<file path="src/rtl/fb_write_arbiter_if.sv">
// Framebuffer write-port bundle shared by the pixel requesters, the clear engine
// and the display write strobe.
//   slave  : arbiter side (takes requests, drives grants, status and write port)
//   master : producer/display side (drives requests, observes grants and writes)
interface fb_write_arbiter_if;
  logic       clear_req;
  logic [8:0] clear_color;
  logic       clear_busy;
  logic       clear_done;

  logic       req0_valid;
  logic [5:0] req0_x;
  logic [5:0] req0_y;
  logic [8:0] req0_color;
  logic       req0_ready;

  logic       req1_valid;
  logic [5:0] req1_x;
  logic [5:0] req1_y;
  logic [8:0] req1_color;
  logic       req1_ready;

  logic       write_en;
  logic [5:0] write_x;
  logic [5:0] write_y;
  logic [8:0] write_color;

  modport slave (
    input  clear_req, clear_color,
    input  req0_valid, req0_x, req0_y, req0_color,
    input  req1_valid, req1_x, req1_y, req1_color,
    output clear_busy, clear_done, req0_ready, req1_ready,
    output write_en, write_x, write_y, write_color
  );

  modport master (
    output clear_req, clear_color,
    output req0_valid, req0_x, req0_y, req0_color,
    output req1_valid, req1_x, req1_y, req1_color,
    input  clear_busy, clear_done, req0_ready, req1_ready,
    input  write_en, write_x, write_y, write_color
  );
endinterface

</file>
<file path="src/rtl/fb_write_arbiter.sv">
// Arbiter for the 64x64 LED-matrix framebuffer write port.
// Two pixel requesters are granted round-robin; a full-screen clear engine takes
// exclusive ownership while it runs. Every write strobe is spaced by at least GAP
// cycles via a down-counter that gates issue in both states.
// Ports:
//   clk_in : system clock
//   reset  : synchronous, active-high reset
//   bus    : fb_write_arbiter_if.slave (requests, grants, clear control, write port)
module fb_write_arbiter #(
  parameter int unsigned GAP = 1  // minimum cycles between write strobes, 1..16
) (
  input  logic                 clk_in,
  input  logic                 reset,
  fb_write_arbiter_if.slave    bus
);

  typedef enum logic [0:0] {StIdle, StClear} state_e;

  localparam logic [3:0] GapLoad = 4'(GAP - 1);

  state_e     state_q, state_d;
  logic [3:0] gap_cnt_q, gap_cnt_d;
  logic       last_grant_q, last_grant_d;  // index of the most recent winner
  logic [5:0] px_x_q, px_x_d;
  logic [5:0] px_y_q, px_y_d;
  logic [8:0] clr_color_q, clr_color_d;
  logic       write_en_q, write_en_d;
  logic [5:0] write_x_q, write_x_d;
  logic [5:0] write_y_q, write_y_d;
  logic [8:0] write_color_q, write_color_d;
  logic       busy_q, busy_d;
  logic       done_q, done_d;

  logic issue;
  logic grant_ok;
  logic ready0;
  logic ready1;

  assign issue    = (gap_cnt_q == 4'd0);
  assign grant_ok = !reset && (state_q == StIdle) && issue && !bus.clear_req;

  // On a tie the requester that did not win last time is granted.
  assign ready0 = grant_ok && bus.req0_valid && (!bus.req1_valid || last_grant_q);
  assign ready1 = grant_ok && bus.req1_valid && (!bus.req0_valid || !last_grant_q);

  always_comb begin
    state_d       = state_q;
    gap_cnt_d     = issue ? 4'd0 : gap_cnt_q - 4'd1;
    last_grant_d  = last_grant_q;
    px_x_d        = px_x_q;
    px_y_d        = px_y_q;
    clr_color_d   = clr_color_q;
    write_en_d    = 1'b0;
    write_x_d     = write_x_q;
    write_y_d     = write_y_q;
    write_color_d = write_color_q;
    busy_d        = busy_q;
    done_d        = 1'b0;

    unique case (state_q)
      StIdle: begin
        if (bus.clear_req) begin
          // Entry edge only latches; first clear write comes at the next issue slot.
          state_d     = StClear;
          clr_color_d = bus.clear_color;
          px_x_d      = 6'd0;
          px_y_d      = 6'd0;
          busy_d      = 1'b1;
        end else if (ready0) begin
          write_en_d    = 1'b1;
          write_x_d     = bus.req0_x;
          write_y_d     = bus.req0_y;
          write_color_d = bus.req0_color;
          gap_cnt_d     = GapLoad;
          last_grant_d  = 1'b0;
        end else if (ready1) begin
          write_en_d    = 1'b1;
          write_x_d     = bus.req1_x;
          write_y_d     = bus.req1_y;
          write_color_d = bus.req1_color;
          gap_cnt_d     = GapLoad;
          last_grant_d  = 1'b1;
        end
      end
      StClear: begin
        if (issue) begin
          write_en_d    = 1'b1;
          write_x_d     = px_x_q;
          write_y_d     = px_y_q;
          write_color_d = clr_color_q;
          gap_cnt_d     = GapLoad;
          // 6-bit counters wrap on their own, leaving both at 0 after (63,63).
          px_x_d        = px_x_q + 6'd1;
          if (px_x_q == 6'd63) begin
            px_y_d = px_y_q + 6'd1;
            if (px_y_q == 6'd63) begin
              done_d  = 1'b1;
              busy_d  = 1'b0;
              state_d = StIdle;
            end
          end
        end
      end
      default: state_d = StIdle;
    endcase
  end

  always_ff @(posedge clk_in) begin
    if (reset) begin
      state_q       <= StIdle;
      gap_cnt_q     <= 4'd0;
      last_grant_q  <= 1'b1;
      px_x_q        <= 6'd0;
      px_y_q        <= 6'd0;
      clr_color_q   <= 9'd0;
      write_en_q    <= 1'b0;
      write_x_q     <= 6'd0;
      write_y_q     <= 6'd0;
      write_color_q <= 9'd0;
      busy_q        <= 1'b0;
      done_q        <= 1'b0;
    end else begin
      state_q       <= state_d;
      gap_cnt_q     <= gap_cnt_d;
      last_grant_q  <= last_grant_d;
      px_x_q        <= px_x_d;
      px_y_q        <= px_y_d;
      clr_color_q   <= clr_color_d;
      write_en_q    <= write_en_d;
      write_x_q     <= write_x_d;
      write_y_q     <= write_y_d;
      write_color_q <= write_color_d;
      busy_q        <= busy_d;
      done_q        <= done_d;
    end
  end

  assign bus.req0_ready  = ready0;
  assign bus.req1_ready  = ready1;
  assign bus.write_en    = write_en_q;
  assign bus.write_x     = write_x_q;
  assign bus.write_y     = write_y_q;
  assign bus.write_color = write_color_q;
  assign bus.clear_busy  = busy_q;
  assign bus.clear_done  = done_q;

endmodule

</file>
<file path="src/flat_wrapper.sv">
// flat-port wrapper written by rule: the top's interface ports become plain ports
module fb_write_arbiter_flat 
#(
  parameter int unsigned GAP = 1                                                
)
  (clk_in, reset, bus_clear_req, bus_clear_color, bus_req0_valid, bus_req0_x, bus_req0_y, bus_req0_color, bus_req1_valid, bus_req1_x, bus_req1_y, bus_req1_color, bus_clear_busy, bus_clear_done, bus_req0_ready, bus_req1_ready, bus_write_en, bus_write_x, bus_write_y, bus_write_color);
  fb_write_arbiter_if bus_i ();
  input  logic clk_in;
  input  logic reset;
  input wire logic [$bits(bus_i.clear_req)-1:0] bus_clear_req;
  input wire logic [$bits(bus_i.clear_color)-1:0] bus_clear_color;
  input wire logic [$bits(bus_i.req0_valid)-1:0] bus_req0_valid;
  input wire logic [$bits(bus_i.req0_x)-1:0] bus_req0_x;
  input wire logic [$bits(bus_i.req0_y)-1:0] bus_req0_y;
  input wire logic [$bits(bus_i.req0_color)-1:0] bus_req0_color;
  input wire logic [$bits(bus_i.req1_valid)-1:0] bus_req1_valid;
  input wire logic [$bits(bus_i.req1_x)-1:0] bus_req1_x;
  input wire logic [$bits(bus_i.req1_y)-1:0] bus_req1_y;
  input wire logic [$bits(bus_i.req1_color)-1:0] bus_req1_color;
  output wire logic [$bits(bus_i.clear_busy)-1:0] bus_clear_busy;
  output wire logic [$bits(bus_i.clear_done)-1:0] bus_clear_done;
  output wire logic [$bits(bus_i.req0_ready)-1:0] bus_req0_ready;
  output wire logic [$bits(bus_i.req1_ready)-1:0] bus_req1_ready;
  output wire logic [$bits(bus_i.write_en)-1:0] bus_write_en;
  output wire logic [$bits(bus_i.write_x)-1:0] bus_write_x;
  output wire logic [$bits(bus_i.write_y)-1:0] bus_write_y;
  output wire logic [$bits(bus_i.write_color)-1:0] bus_write_color;
  assign bus_i.clear_req = bus_clear_req;
  assign bus_i.clear_color = bus_clear_color;
  assign bus_i.req0_valid = bus_req0_valid;
  assign bus_i.req0_x = bus_req0_x;
  assign bus_i.req0_y = bus_req0_y;
  assign bus_i.req0_color = bus_req0_color;
  assign bus_i.req1_valid = bus_req1_valid;
  assign bus_i.req1_x = bus_req1_x;
  assign bus_i.req1_y = bus_req1_y;
  assign bus_i.req1_color = bus_req1_color;
  assign bus_clear_busy = bus_i.clear_busy;
  assign bus_clear_done = bus_i.clear_done;
  assign bus_req0_ready = bus_i.req0_ready;
  assign bus_req1_ready = bus_i.req1_ready;
  assign bus_write_en = bus_i.write_en;
  assign bus_write_x = bus_i.write_x;
  assign bus_write_y = bus_i.write_y;
  assign bus_write_color = bus_i.write_color;
  fb_write_arbiter #(.GAP(GAP)) u_core (.clk_in(clk_in), .reset(reset), .bus(bus_i));
endmodule
</file>
<file path="config.mk">
export PLATFORM = sky130hd
export DESIGN_NAME = fb_write_arbiter_flat
export DESIGN_NICKNAME = d
export VERILOG_FILES = /design/src/rtl/fb_write_arbiter_if.sv /design/src/rtl/fb_write_arbiter.sv /design/src/flat_wrapper.sv
export SDC_FILE = /design/constraint.sdc
export NUM_CORES = 1
export LEC_CHECK = 0
export CORE_MARGIN = 2
export CORE_UTILIZATION = 44
export CTS_BUF_LIST = sky130_fd_sc_hd__clkbuf_16
export DETAILED_ROUTE_END_ITERATION = 16
export GPL_TIMING_DRIVEN = 0
export PLACE_DENSITY = 0.79
export SETUP_SLACK_MARGIN = 0.4
export SLEW_MARGIN = 20
export SYNTH_ARGS = -nofsm -noshare
export SYNTH_HDL_FRONTEND = slang
export SYNTH_SLANG_ARGS = --single-unit
</file>
<file path="constraint.sdc">
create_clock -name clk_in -period 2.35 [get_ports clk_in]
set_clock_uncertainty 0.05 [all_clocks]
set_input_delay 0.3525 -clock clk_in [delete_from_list [all_inputs] [get_ports clk_in]]
set_output_delay 0.3525 -clock clk_in [all_outputs]
set_load 0.01 [all_outputs]
</file>
==> flow_summary.json <==
{
  "final_cell_mix": "76 x clkdlybuf4s50_1, 49 x dfxtp_1, 28 x nor2_1",
  "rsz0062_at_grt": "true",
  "placed_cell_area_sq_um": 3130,
  "grt_first_pass_wirelength_um": 9850,
  "drtIter0Drc": 105,
  "nets": 426,
  "die_h_um": 75.3,
  "cts_inserted_buffers": 5,
  "ys_seq_elements": 51,
  "synth_compound_area_share_pct": 23.9,
  "layout-drive-gt1-share_pct": 13.0,
  "ctsHoldBuffers": 0,
  "synthToLayoutAreaGrowth_pct": 53.6,
  "synth_top_family_by_area": "compound AO/OA/AOI/OAI gates",
  "synthFlopType": "dfxtp_1",
  "synthAdderAreaFrac_pct": 1.12,
  "power.density_nw_per_um2": 593,
  "ant_nets": 0,
  "status": "finished clean",
  "drt-total-wl_um": 6560,
  "wl_per_cell_um": 15.0,
  "finalMaxSlewViolations": 0,
  "reg2regPathDepth": 7,
  "final_common_cell": "clkdlybuf4s50_1",
  "layout_min_cycle_time_ns": 1.95,
  "path_max_fanout": 4,
  "detail_route.vias_per_cell": 5.37,
  "cts_buffer_depth": 2,
  "hpwl_um": 4510,
  "seq_area_frac_synth_pct": 45.6,
  "hold_path_depth": 2,
  "synthArstFlopShare_pct": 0,
  "setup_violations": 0,
  "synth_xor_area_share_pct": 0,
  "fin_crit_sh_pct": 83.0,
  "yosys_warnings": 0,
  "io_buffers": 81,
  "route.detailed.drc": 0,
  "clk-insertion-delay-late_ns": 0.29,
  "diodes": 0,
  "antenna_found_initial": 0,
  "arrival_ns": 1.55,
  "yosys.area_share.simple_pct": 20.8,
  "hold_violations": 0,
  "cts.sinks": 51,
  "std_cell_rows": 25,
  "die_w_um": 75.3,
  "slew_headroom_pct": 63.2,
  "synth_edf_count": 0,
  "synthMuxAreaShare_pct": 0.951,
  "syn_area_per_cell_sq_um": 8.19,
  "coreArea_sq_um": 4820,
  "grt_remaining_overflow": 0,
  "holdWs_ns": 0.405,
  "ir_worst_vdd_uv": 444,
  "required_ns": 1.95,
  "cts_tree": "yes",
  "path_clk_slew_ns": 0.06,
  "synth_cell_types": 38,
  "synthCells": 273,
  "r2r-end": "u_core.bus.write_y[5]",
  "clockRootBuffer": "clkbuf_16",
  "place.gp.congestion": 0.809,
  "first_pass_iters": 4,
  "min_from": "u_core.bus.write_color[3]",
  "min_to": "u_core.bus.write_color[3]",
  "r2r-start": "u_core.gap_cnt_q[0]",
  "synthesis.area_sq_um": 2240,
  "reg2reg_slack_ns": 0.46,
  "vias": 2342,
  "synth_nets": 331,
  "grt_max_degree": 16,
  "die_area_sq_um": 5670,
  "first_global_vias": 2103,
  "cts.htree.levels": 2,
  "crit_path_start_kind": "register",
  "start_util_pct": 46.4,
  "endpoint_kind": "output pin",
  "hold_path_class": "reg -> reg",
  "stdcell_area_sq_um": 3440,
  "max_freq_mhz": 513,
  "track_usage_pct": 22.9,
  "ios": 82,
  "maxCapViolCount": 0,
  "leakage_nw": 1.27,
  "tightest_slew_ns": 0.552,
  "critical_path_class": "reg -> out"
}
-- per-layer routing --
layer | track usage (%) | vias up | wire, um
li1 | - | 1165 | -
met1 | 28.8 | 1071 | 2830
met2 | 39.1 | 89 | 3040
met3 | 3.84 | 17 | 490
met4 | 8.97 | 0 | 199
met5 | 0 | - | 0
-- sequential cells by signal, indices dropped and copies added (netlist names) --
signal / flops
u_core.px_y_q: 6
u_core.px_x_q: 6
u_core.bus.write_en: 1
u_core.bus.clear_busy: 1
u_core.bus.write_x: 6
u_core.state_q: 1
u_core.clr_color_q: 9
u_core.gap_cnt_q: 4
u_core.last_grant_q: 1
u_core.bus.write_color: 9
u_core.bus.clear_done: 1
u_core.bus.write_y: 6
-- cells in the mapped netlist, types with 4 or more instances --
cell | instances | share of area, %
inv_1 | 26 | 4.4
dfxtp_1 | 51 | 46
clkbuf_1 | 13 | 2.2
nor2_1 | 28 | 4.7
buf_2 | 4 | 0.89
nor3_1 | 8 | 1.8
nand2_1 | 26 | 4.4
o32ai_1 | 21 | 8.2
o22ai_1 | 21 | 5.9
a21oi_1 | 23 | 5.1
nand3_1 | 7 | 1.6
o21ai_0 | 6 | 1.3
-- kinds of logic (layout without fill, tap and decap cells) --
kind of cell    Yosys count  in the layout
simple gates             94             94
compound gates           80             80
flops                    51             51
buf+inv                  44            140
fa+ha+maj                 2              2
mux                       2              2
-- worst max path at each step --
stage,startpoint,to,slack (ns),cells past startpoint
finish,u_core.gap_cnt_q[0],bus_req0_ready,0.40,5
global route,u_core.gap_cnt_q[0],bus_req0_ready,0.37,5
CTS,u_core.gap_cnt_q[3],bus_req1_ready,0.41,4
detailed placement,bus_clear_req,bus_req0_ready,-0.34,6
global placement,bus_clear_req,bus_req0_ready,-0.35,6
floorplan,u_core.gap_cnt_q[1],bus_req0_ready,0.61,4
-- critical path: stages (launching register included) --
cell	delay, ns
dfxtp_4	0.36
nor4_4	0.31
nand4b_1	0.24
clkbuf_8	0.22
inv_4	0.04
buf_6	0.08
-- per-stage QoR --
step	setup TNS, ns	power (mW)	setup WS, ns	cells	util, %
2_1_floorplan	0	1.12	0.613	273	-
4_1_cts	0	2.02	0.415	435	69.3
3_3_place_gp	-0.349	1.33	-0.349	421	65.0
6_report	0	2.04	0.400	436	71.3
5_1_grt	0	2.11	0.371	436	71.3
3_5_place_dp	-0.343	1.33	-0.343	421	65.0
-- report_power, final --
part / switching [mW] / leakage (nW) / internal (mW)
Clock: 0.305 / 0.0733 / 0.389
Sequential: 0.0285 / 0.420 / 0.913
Combinational: 0.175 / 0.778 / 0.226
-- cell type report --
cell class                 instances  area, sq um
multi-input combinational        178         1120
inverter                          26          100
tap                               67         83.8
clock buffer                       5          125
fill                             415         1380
clock inverter                     3         15.0
sequential                        51         1030
timing repair buffer              88          860
buffer                            18          108
-- repair_timing --
item,CTS,global route
pin swaps,2,2
setup endpoints to repair,22,26
gates resized for setup,20,30
setup buffers,6,1
Power figures use the tool's default switching activity.
